**config.mk**
```make
export PLATFORM = sky130hd
export DESIGN_NAME = bram_readback_misr_flat
export DESIGN_NICKNAME = d
export VERILOG_FILES = /design/src/rtl/bram_check_pkg.sv /design/src/rtl/bram_readback_misr_if.sv /design/src/rtl/misr_accum.sv /design/src/rtl/bram_readback_misr.sv /design/src/flat_wrapper.sv
export SDC_FILE = /design/constraint.sdc
export NUM_CORES = 1
export LEC_CHECK = 0
export CORE_AREA = 2 2 107 109
export CTS_BUF_LIST = sky130_fd_sc_hd__clkbuf_4
export CTS_CLUSTER_DIAMETER = 100
export DETAILED_ROUTE_END_ITERATION = 10
export DIE_AREA = 0 0 109 111
export SETUP_SLACK_MARGIN = 0.4
export SYNTH_ARGS = -nofsm -noshare
export SYNTH_HDL_FRONTEND = slang
export SYNTH_SLANG_ARGS = --single-unit
```
**constraint.sdc**
```tcl
create_clock -name clk -period 1.83 [get_ports clk]
set_input_delay 0.183 -clock clk [delete_from_list [all_inputs] [get_ports clk]]
set_output_delay 0.183 -clock clk [all_outputs]
set_load 0.1 [all_outputs]
```
**src/rtl/bram_check_pkg.sv**
```systemverilog
// Shared types and the MISR step used by the BRAM readback checker.
package bram_check_pkg;

    localparam int          SIG_W = 32;
    localparam logic [31:0] POLY  = 32'h04C1_1DB7;

    typedef enum logic [1:0] {
        IDLE  = 2'd0,
        SWEEP = 2'd1,
        DRAIN = 2'd2,
        DONE  = 2'd3
    } state_t;

    // One signature step: shift left, fold the CRC-32 polynomial on carry-out, xor in the data.
    function automatic logic [SIG_W-1:0] misr_next(input logic [SIG_W-1:0] sig,
                                                   input logic [SIG_W-1:0] data);
        misr_next = {sig[SIG_W-2:0], 1'b0} ^ (sig[SIG_W-1] ? POLY : '0) ^ data;
    endfunction

endpackage

```
**src/rtl/bram_readback_misr_if.sv**
```systemverilog
// Control, status and RAM read-port bundle of the readback checker.
interface bram_readback_misr_if #(
    parameter int AW      = 11,
    parameter int WID_MEM = 18
);
    logic               start;
    logic [31:0]        expected_sig;
    logic [AW-1:0]      raddr;
    logic [WID_MEM-1:0] dout;
    logic               busy;
    logic               done;
    logic               pass;
    logic [31:0]        signature;
    logic [AW:0]        word_count;

    modport master (
        input  start, expected_sig, dout,
        output raddr, busy, done, pass, signature, word_count
    );

    modport slave (
        output start, expected_sig, dout,
        input  raddr, busy, done, pass, signature, word_count
    );
endinterface

```
**src/rtl/misr_accum.sv**
```systemverilog
// Signature register: reloads SEED on clear, takes one MISR step per enabled cycle.
module misr_accum
    import bram_check_pkg::*;
#(
    parameter logic [31:0] SEED = 32'h0000_0000
) (
    input  logic             clk,
    input  logic             reset,
    input  logic             clear,
    input  logic             en,
    input  logic [SIG_W-1:0] data,
    output logic [SIG_W-1:0] sig
);

    // Clear has priority so a restart never mixes in a word from the previous sweep.
    always_ff @(posedge clk) begin
        if (!reset) begin
            sig <= SEED;
        end else if (clear) begin
            sig <= SEED;
        end else if (en) begin
            sig <= misr_next(sig, data);
        end
    end

endmodule

```
**src/rtl/bram_readback_misr.sv**
```systemverilog
// Sweeps the RAM read port once per start and compresses every word into a MISR signature.
//
// state | meaning
// IDLE  | waiting for start after reset
// SWEEP | issuing read addresses 0..DEPTH_MEM-1
// DRAIN | absorbing the last word still in the RAM output register
// DONE  | signature frozen, pass valid, waiting for the next start
module bram_readback_misr #(
    parameter int          WID_MEM   = 18,
    parameter int          DEPTH_MEM = 2048,
    parameter int          AW        = 11,
    parameter int          SIG_W     = 32,
    parameter logic [31:0] SEED      = 32'h0000_0000
) (
    input  logic                clk,
    input  logic                reset,
    bram_readback_misr_if.master bus
);
    import bram_check_pkg::*;

    state_t             state;
    state_t             state_n;
    logic [AW-1:0]      raddr;
    logic               vld;
    logic [AW:0]        word_count;
    logic               pass;
    logic [SIG_W-1:0]   sig;
    logic [SIG_W-1:0]   data_ext;
    logic [WID_MEM-1:0] rdata;
    logic               start_ok;
    logic               last_addr;

    assign rdata     = bus.dout;
    assign data_ext  = SIG_W'(rdata);
    assign start_ok  = bus.start && ((state == IDLE) || (state == DONE));
    assign last_addr = (raddr == AW'(DEPTH_MEM - 1));

    // State register.
    always_ff @(posedge clk) begin
        if (!reset) begin
            state <= IDLE;
        end else begin
            state <= state_n;
        end
    end

    // Next-state logic; start is only honoured when no sweep is in flight.
    always_comb begin
        state_n = state;
        case (state)
            IDLE:    if (bus.start) state_n = SWEEP;
            SWEEP:   if (last_addr) state_n = DRAIN;
            DRAIN:   state_n = DONE;
            DONE:    if (bus.start) state_n = SWEEP;
            default: state_n = IDLE;
        endcase
    end

    // Address counter, absorb-valid delay, word counter and the final compare.
    always_ff @(posedge clk) begin
        if (!reset) begin
            raddr      <= '0;
            vld        <= 1'b0;
            word_count <= '0;
            pass       <= 1'b0;
        end else begin
            // dout lags raddr by one cycle, so every SWEEP cycle yields a word one cycle later.
            vld <= (state == SWEEP);
            if (start_ok) begin
                raddr      <= '0;
                word_count <= '0;
                pass       <= 1'b0;
            end else begin
                if ((state == SWEEP) && !last_addr) begin
                    raddr <= raddr + 1'b1;
                end
                if (vld) begin
                    word_count <= word_count + 1'b1;
                end
                // The last word lands in the signature on this same edge, so compare the stepped value.
                if (state == DRAIN) begin
                    pass <= (misr_next(sig, data_ext) == bus.expected_sig);
                end
            end
        end
    end

    misr_accum #(
        .SEED (SEED)
    ) u_misr (
        .clk   (clk),
        .reset (reset),
        .clear (start_ok),
        .en    (vld),
        .data  (data_ext),
        .sig   (sig)
    );

    assign bus.raddr      = raddr;
    assign bus.busy       = (state == SWEEP) || (state == DRAIN);
    assign bus.done       = (state == DONE);
    assign bus.pass       = pass;
    assign bus.signature  = sig;
    assign bus.word_count = word_count;

endmodule

```
**src/flat_wrapper.sv**
```systemverilog
// flat-port wrapper written by rule: the top's interface ports become plain ports
module bram_readback_misr_flat import bram_check_pkg::*;
#(
    parameter int          WID_MEM   = 18,
    parameter int          DEPTH_MEM = 2048,
    parameter int          AW        = 11,
    parameter int          SIG_W     = 32,
    parameter logic [31:0] SEED      = 32'h0000_0000
)
  (clk, reset, bus_start, bus_expected_sig, bus_dout, bus_raddr, bus_busy, bus_done, bus_pass, bus_signature, bus_word_count);
  bram_readback_misr_if #(.AW(AW), .WID_MEM(WID_MEM)) bus_i ();
  input  logic clk;
  input  logic reset;
  input wire logic [$bits(bus_i.start)-1:0] bus_start;
  input wire logic [$bits(bus_i.expected_sig)-1:0] bus_expected_sig;
  input wire logic [$bits(bus_i.dout)-1:0] bus_dout;
  output wire logic [$bits(bus_i.raddr)-1:0] bus_raddr;
  output wire logic [$bits(bus_i.busy)-1:0] bus_busy;
  output wire logic [$bits(bus_i.done)-1:0] bus_done;
  output wire logic [$bits(bus_i.pass)-1:0] bus_pass;
  output wire logic [$bits(bus_i.signature)-1:0] bus_signature;
  output wire logic [$bits(bus_i.word_count)-1:0] bus_word_count;
  assign bus_i.start = bus_start;
  assign bus_i.expected_sig = bus_expected_sig;
  assign bus_i.dout = bus_dout;
  assign bus_raddr = bus_i.raddr;
  assign bus_busy = bus_i.busy;
  assign bus_done = bus_i.done;
  assign bus_pass = bus_i.pass;
  assign bus_signature = bus_i.signature;
  assign bus_word_count = bus_i.word_count;
  bram_readback_misr #(.WID_MEM(WID_MEM), .DEPTH_MEM(DEPTH_MEM), .AW(AW), .SIG_W(SIG_W), .SEED(SEED)) u_core (.clk(clk), .reset(reset), .bus(bus_i));
endmodule
```
==> summary.md, run 1 <==
| Metric | Value |
|---|---|
| Pre-CTS WS | -0.08357 ns |
| EDFF count, synth | 0 |
| Initial Util | 29.05% |
| H-tree depth | 3 |
| Achievable clock frequency | 586.0 MHz |
| Crit path DAT | approximately 2.0 ns |
| Final HPWL DP | between 6000 and 7000 um |
| Antenna violations before repair | 0 |
| Final Hold Vio Count | 0 |
| Largest fanout on the critical path | 2 |
| Synth top area cells | dfxtp_1 37%, xnor2_1 13%, xnor3_1 7.7%, mux2i_1 7.2%, nor2_1 6.4% |
| Total grt overflow | 0 |
| Worst-Skew Late Latency | ~0.4 ns |
| Crit-path max cell delay | ~0.39 ns |
| Number of DRC markers in iteration 0 | between 80 and 90 |
| PD cells | around 1000 nW/um^2 |
| Crit path time final | around 1.7 ns |
| Slowest CP cell | or3_4 |
| RD Place Congestion | ~0.8 |
| Largest family of logic cells by synthesized area | XOR/XNOR gates |
| Sink Count | 59 |
| Xor/xnor share of the synthesized area | between 20% and 30% |
| Register area share after synthesis | a little under two fifths |
| First-pass GRT wire length | between 10,000 and 15,000 um |
| Leakage power | 1.847 nW |
| Max-slew headroom | approximately three fifths |
| Top-Level Pins | between 100 and 150 |
| Synth cell types | 42 |
| Maximum buffer depth of the clock tree | 2 |
| Die area | 12,100 sq um |
| Drt drc | 0 |
| RSZ-0062 raised after global routing | true |
| Synthesis-stage register bit count | 59 |
| Top-area cell type share of the netlist area | a little under two fifths |
| # diodes | 0 |
| Peak VDD IR | roughly 0.00052 V |
| Final net count | 510 |
| Fraction of layout cells with a size suffix above 1 | a little under two fifths |
| Vias/cell | 4.563 |
| WL final | roughly 8700 um |
| Final antenna-violating net count | 0 |
| Detailed Routing Iterations Pass 1 | 4 |
| P&R area growth vs syn | 51.01% |
| Pwr Total | slightly below 5 mW |
| Setup WS post-layout | approximately 0.12 ns |
| Final worst-path cycle share | a little over 90% |
| Synthesized area | 3218 sq um |
| Syn avg cell area | 9.841 sq um |
| CTS tree | yes |
| Worst Hold Class | primary input to flop |
| Critical path type | flop to flop |
| Tot GR Track Use | roughly 15% |
| Post-synthesis compound-gate area fraction | 10.38% |
| Cells along the critical path | inv_2, ha_4, a21bo_4, or3_4, nor4_4, o2111ai_2, o32ai_2 |
| Vias | 2,733 |
| Port buffer count | 110 |
| Startpoint Class | flop |
| Outcome | complete, no violations |
| Cells after Synth | ~330 |
| Placed Cells incl. Taps | just under 600 |
| CTS root buffer | clkbuf_4 |
| Max-slew violation count | 0 |
| Largest net degree at the start of global routing | 57 |
| Worst Setup End Kind | flop |
| Cts bufs inserted | 9 |
| Clock Skew | 0.01825 ns |
| Syn Nets | 386 |
| Largest area contributor in the netlist | dfxtp_1 |
| Row Count | 39 |
| Wire per inst | approximately 14 um |
| Ys async rst share | 0% |
| Post-Synth Adder-Cell Area | approximately 2.3% |
| Die Wd | 109 um |
| Setup-failing EPs final | 0 |
| Clock transition at the registers of the reported paths | ~0.11 ns |
| Core area | around 11,000 sq um |
| Non-filler instance count after layout | 599 |
| Synth Area in Simple Gates | approximately 14% |
| Multiplexer share of the synthesized area | ~7.2% |
| Setup_tns | 0 ns |
| Synth warn | 0 |
| Synth Flop Type | dfxtp_1 |
| WP data required | 2.15 ns |
| Worst slew pin tran | 0.6211 ns |
| Number of max-cap violations | 0 |
| Final cell utilization of the core | a little over two fifths |
| Vias in the first global route | 2,664 |
| Die Y | about 110 um |
==> per-stage QoR <==
step,cell area [sq um],hold slack [ns]
3_3_place_gp,4603,0.4666
3_5_place_dp,4603,0.4675
6_report,4860,0.4298
5_1_grt,4860,0.4187
2_1_floorplan,3422,0.3090
4_1_cts,4793,0.3845
==> cell type report <==
| class | instances | area [sq um] |
|---|---|---|
| Clock inverter | 7 | 35.03 |
| Clock buffer | 9 | 67.56 |
| Multi-Input combinational cell | 245 | 2073 |
| Tap cell | 143 | 178.9 |
| Fill cell | 1056 | 6217 |
| Inverter | 9 | 36.28 |
| Timing Repair Buffer | 127 | 1154 |
| Sequential cell | 59 | 1315 |
==> worst paths after layout <==
kind / endpoint / cells after the start / startpoint / slack, ns
worst max-delay path: u_core.bus.pass / 7 / u_core.state[0] / 0.12
worst min-delay path: u_core.state[0] / 2 / reset / 0.43
worst max register to register: u_core.bus.pass / 7 / u_core.state[0] / 0.12
worst min register to register: u_core.bus.raddr[8] / 1 / u_core.bus.raddr[8] / 0.49
==> sequential cells by signal, indices dropped and copies added (netlist names) <==
name	flops
u_core.bus.raddr	11
u_core.u_misr.sig	32
u_core.state	2
u_core.bus.pass	1
u_core.vld	1
u_core.bus.word_count	12
==> cells by family after synthesis <==
| family | Yosys count |
|---|---|
| DFF | 59 |
| adders and majority gates | 6 |
| buffers and inverters | 23 |
| AOI/OAI and AO/OA | 41 |
| muxes | 23 |
| xor gates and xnor gates | 76 |
| and+or+nand+nor | 99 |
==> Yosys cell counts (2+ instances only) <==
master and instances:
buf_2 3, or3_1 4, inv_1 9, xnor2_1 49
o21ai_0 3, nor4_1 2, mux2i_1 23, nand2b_1 3
xor2_1 14, clkbuf_1 8, a21oi_1 5, nor3_1 3
o211a_1 2, o21ai_1 2, xnor3_1 11, ha_1 6
and2_1 3, a211oi_1 14, nor2_1 55, o2111ai_1 3
nand4_1 12, nand2_1 9, dfxtp_1 59, nand3_1 7
==> what timing repair did <==
| action | in CTS | in global routing |
|---|---|---|
| gates resized for setup | 12 | 10 |
| setup endpoints to repair | 61 | 61 |
| hold buffers | 0 | 0 |
| pin swaps | 8 | 5 |
| buffers inserted | 5 | 1 |
==> power breakdown <==
| group | switching, mW | internal (mW) | total, mW |
|---|---|---|---|
| Combinational | 1.64 | 1.00 | 2.64 |
| Clock | 0.505 | 0.260 | 0.765 |
| Sequential | 0.140 | 1.41 | 1.55 |
==> worst max-delay path: cells and delay by family, from the launching register on <==
family	cells	cell delay, ns
AND/OR/NAND/NOR	2	0.55
buffers and inverters	1	0.04
AO/OA/AOI/OAI	3	0.47
adder cells (fa/ha/maj)	1	0.23
flip-flops	1	0.35
==> routing by layer <==
metal	wire length [um]	share of wire (%)	up-vias	track usage, %
met5	0	0	-	0
met4	187	2.2	0	6.923
met3	340	3.9	12	2.352
met2	4053	47	60	22.82
met1	4088	47	1274	20.43
li1	-	-	1387	-
==> placed cells by master, fill, tap and decap left out, types with 3 or more instances in the layout <==
master           netlist  routed
a211oi_1              14      14
clkinv_2               0       4
nand2b_1               3       3
dfxtp_2                0      32
nand4_1               12      12
xor2_1                14      14
xnor2_1               49      48
a21oi_1                5       4
nor2_1                55      55
dfxtp_4                0      25
nand2_1                9       8
clkbuf_4               0       9
clkdlybuf4s50_1        0      52
mux2i_1               23      23
nand3_1                7       6
o21ai_0                3       3
inv_1                  9       6
ha_4                   0       5
xnor3_1               11      11
buf_12                 0       5
buf_4                  0      68
and2_1                 3       3
Power figures use the tool's default switching activity.
==> run 2, diff against run 1 <==
CAP_MARGIN = 20   (was not set)
==> results of run 2 <==
No change in the layout: final DEF, timing and power equal those of run 1.
